**config.mk**
```make
export PLATFORM = sky130hd
export DESIGN_NAME = fifo_ctrl
export DESIGN_NICKNAME = d
export VERILOG_FILES = /design/src/rtl/fifo_ctrl.sv
export SDC_FILE = /design/constraint.sdc
export NUM_CORES = 1
export LEC_CHECK = 0
export ABC_AREA = 1
export BUFFER_PORTS_ARGS = -buffer_cell sky130_fd_sc_hd__buf_2
export CORE_MARGIN = 2
export CORE_UTILIZATION = 30
export CTS_BUF_LIST = sky130_fd_sc_hd__clkbuf_16
export DETAILED_ROUTE_END_ITERATION = 8
export PLACE_DENSITY = 0.47
export SLEW_MARGIN = 20
export SYNTH_ARGS = -nofsm -noshare
export SYNTH_HDL_FRONTEND = slang
export SYNTH_SLANG_ARGS = --single-unit
```
**constraint.sdc**
```tcl
create_clock -name clk -period 3 [get_ports clk]
set_input_delay 0.15 -clock clk [delete_from_list [all_inputs] [get_ports clk]]
set_output_delay 0.15 -clock clk [all_outputs]
set_load 0.02 [all_outputs]
```
**src/rtl/fifo_ctrl.sv**
```systemverilog
// fifo_ctrl: pointer, occupancy, flag and sticky-error controller for a synchronous dual-port RAM FIFO
module fifo_ctrl #(
  parameter int ADDR_WIDTH = 4,
  parameter int AFULL_TH   = 12,
  parameter int AEMPTY_TH  = 2
) (
  input  logic                  clk,
  input  logic                  rst,
  input  logic                  flush,
  input  logic                  wr_req,
  input  logic                  rd_req,
  input  logic                  clr_err,
  output logic                  ram_we,
  output logic [ADDR_WIDTH-1:0] ram_waddr,
  output logic                  ram_re,
  output logic [ADDR_WIDTH-1:0] ram_raddr,
  output logic [ADDR_WIDTH:0]   count,
  output logic                  full,
  output logic                  empty,
  output logic                  almost_full,
  output logic                  almost_empty,
  output logic                  overflow,
  output logic                  underflow
);
  localparam int CW = ADDR_WIDTH + 1;
  logic [ADDR_WIDTH:0] wptr, rptr;
  always_comb begin
    full         = (count == CW'(2 ** ADDR_WIDTH)) & ((wptr ^ rptr) == {1'b1, {ADDR_WIDTH{1'b0}}});
    empty        = count == '0;
    almost_full  = count >= CW'(AFULL_TH);
    almost_empty = count <= CW'(AEMPTY_TH);
    ram_we       = wr_req & ~full & ~rst & ~flush;
    ram_re       = rd_req & ~empty & ~rst & ~flush;
    ram_waddr    = wptr[ADDR_WIDTH-1:0];
    ram_raddr    = rptr[ADDR_WIDTH-1:0];
  end
  always_ff @(posedge clk) begin
    if (rst) begin
      wptr      <= '0;
      rptr      <= '0;
      count     <= '0;
      overflow  <= 1'b0;
      underflow <= 1'b0;
    end else if (flush) begin
      wptr  <= '0;
      rptr  <= '0;
      count <= '0;
    end else begin
      wptr      <= wptr + CW'(ram_we);
      rptr      <= rptr + CW'(ram_re);
      count     <= count + CW'(ram_we) - CW'(ram_re);
      overflow  <= (wr_req & full) | (overflow & ~clr_err);
      underflow <= (rd_req & empty) | (underflow & ~clr_err);
    end
  end
endmodule

```
==> results.toml <==
[status]
status = "completed"

[synth]
synthesis.area_um2 = 1080
synth_top_family_by_area = "simple AND/OR/NAND/NOR gates"
ys_seq_elements = 17
synth.avg_cell_area_um2 = 7.32
synthXorXnorAreaFrac_pct = 1.63
synth_compound_area_share_pct = 8.49
synthAdderAreaFrac_pct = 18.1
synth_warnings = 0
synthMuxAreaShare_pct = 0
synth-simple-area-share_pct = 23.4
synth-seq-area-share_pct = 31.6
syn_inst = 147
syn_nets = 168
synth_cell_types = 22

[detailed_routing]
drt_iter0_markers = 43
drc_errors = 0
postRouteAntennaNets = 0
vias_per_cell = 4.20
detail_route.wl_per_cell_um = 10.3
dr.pass1.iters = 4
wirelength_mm = 2.22
dr_total_vias = 904

[timing]
setup_viol_count_final = 0
period_minus_slack_ns = 2.42
max_freq_mhz = 413
min_period_over_period_pct = 80.8
hold_violations = 0
fin_ws_ns = 0.576
slew_headroom_pct = 84.0
rsz0062_at_grt = "no"
fin_worst_skew_ns = 0.00205
setup_tns_ns = 0
slew_violations = 0
tightest_slew_ns = 0.239

[clock_network]
cts_hold_buf = 0
htree_levels = 1
cts.clk_slew.worst_paths_ns = 0.06
cts-root-buf = "clkbuf_16"
post-cts-setup-buffers = 0
cts-resized-gates = 0
clk_latency_ns = 0.25
clk_path_buf_depth = 2
cts_tree = "built"
clock_sinks = 17
numCtsBuffers = 3

[place]
io_buffers = 26
dpl_worst_slack_ns = 0.572
dp_hpwl_mm = 1.77
gp_congestion = 0.774

[critical_path]
crit_fanout = 5
crit_buf_inv = 4
critical_path_class = "flip-flop to flip-flop"
crit_chain = "inv_1, ha_1, inv_1, nor2_2, nand2_1, nand3_1, inv_1, ha_1, inv_1, ha_1, fa_1, nand2_1, nand2_1, nand2_1, and3_1, nor3_1"
slowest_delay_ns = 0.39
cp.arrival_ns = 2.56
crit_required_ns = 3.14
path_delay_family = "adder cells"
end_kind = "flip-flop"
cpMaxStageDelayCell = "fa_1"
start_kind = "flip-flop"

[pwr]
p_leak_uw = 0.000655
power.density_nw_per_um2 = 439
ir_drop_mv = 0.261

[global_routing]
grt_pass1_wl_mm = 3.79
grt_max_degree = 12
overflow = 0
antenna_found_initial = 0
grt_pass1_vias = 871
globalRouteTotalUtil_pct = 11.8

[layout]
final_nets = 191
diodes = 0
layout-area-overhead-vs-synth_pct = 19.5
drive_gt1_share_pct = 24.3

[floorplanning]
start_util_pct = 31.7
die_w_um = 63.9
dieHeight_um = 63.9
ioPinCount = 27
dieArea_um2 = 4080
rows = 21
core_um2 = 3390

[min_path]
hold_class = "input port to flip-flop"

[flow_run]
drv_cap = 0
[per-layer routing]
metal | track usage, % | vias up | part of all wire, %
met4 | 5.71 | 0 | 1.8
li1 | - | 486 | -
met3 | 2.29 | 5 | 3.2
met5 | 0 | - | 0
met1 | 16.8 | 391 | 53
met2 | 16.7 | 22 | 42
[through the flow]
stage | instance area, µm² | hold WS (ns) | util, % | power (µW) | std cells
floorplan | 1080 | 0.212 | - | 272 | 147
global placement | 1200 | 0.370 | 35.5 | 291 | 211
detailed placement | 1200 | 0.377 | 35.5 | 291 | 211
CTS | 1290 | 0.109 | 37.9 | 572 | 215
global route | 1290 | 0.111 | 37.9 | 587 | 215
finish | 1290 | 0.112 | 37.9 | 564 | 215
[area by class of cell]
cell class / instances / area (µm²)
fillers: 349 / 2100
multi-input cells: 90 / 556
flip-flops and latches: 17 / 340
repair buffers: 26 / 130
inverters: 32 / 120
clock buffers: 3 / 75.1
well taps: 46 / 57.6
clock inverters: 1 / 7.51
[power breakdown]
group          leakage [µW]  switching, µW  internal, µW
Combinational      0.000480           35.2          18.8
Sequential         0.000137           2.23           229
Clock             0.0000371           99.0           180
Total              0.000655            136           428
[final timing paths]
kind,slack [ns],depth (start not counted),endpoint,startpoint
min reg2reg,0.47,2,underflow,underflow
max,0.58,16,count[4],count[2]
max reg2reg,0.58,16,count[4],count[2]
min,0.11,2,overflow,rst
[Yosys cell counts]
cell type  number  area [µm²]
xor2_1          1        8.76
dfxtp_1        17         340
xnor2_1         1        8.76
a21oi_2         1        8.76
nand2_2         1        6.26
fa_1            1        20.0
and2_4          1        8.76
o21a_1          1        7.51
inv_2           4        15.0
o21ai_0         7        35.0
nor2_2          3        18.8
nand3b_1        1        7.51
nand3_1         7        35.0
nor3_1          3        15.0
ha_1           14         175
nand2_1        20        75.1
and3_1          1        6.26
inv_1          28         105
nor2_1         18        67.6
buf_4           8        60.1
nor2_4          1        11.3
a21oi_1         8        40.0
[flip-flops by register name, indices dropped and copies added, names as in the netlist]
| name | cells |
|---|---|
| count | 5 |
| overflow | 1 |
| rptr | 5 |
| underflow | 1 |
| wptr | 5 |
[cells in the final DEF, fill, tap and decap left out]
master and n:
inv_2 4, dfxtp_1 17, nand3b_1 1, nand2_1 20, a21oi_2 1, nand3_1 7, clkinvlp_4 1, nand2_2 1
inv_1 28, o21ai_0 7, xnor2_1 1, ha_1 14, nor2_4 1, nor2_2 3, o21a_1 1, buf_2 26
clkbuf_16 3, nor3_1 3, fa_1 1, and3_1 1, nor2_1 18, and2_4 1, xor2_1 1, a21oi_1 8
[logic make-up (layout without fill, tap and decap cells)]
logic type / after synthesis / in the layout
AO/OA/AOI/OAI: 17 / 17
XOR/XNOR: 2 / 2
adder cells (fa/ha/maj): 15 / 15
buffers and inverters: 40 / 62
flip-flops: 17 / 17
AND/OR/NAND/NOR: 56 / 56
Note: power is estimated with default switching activity, not from simulation.
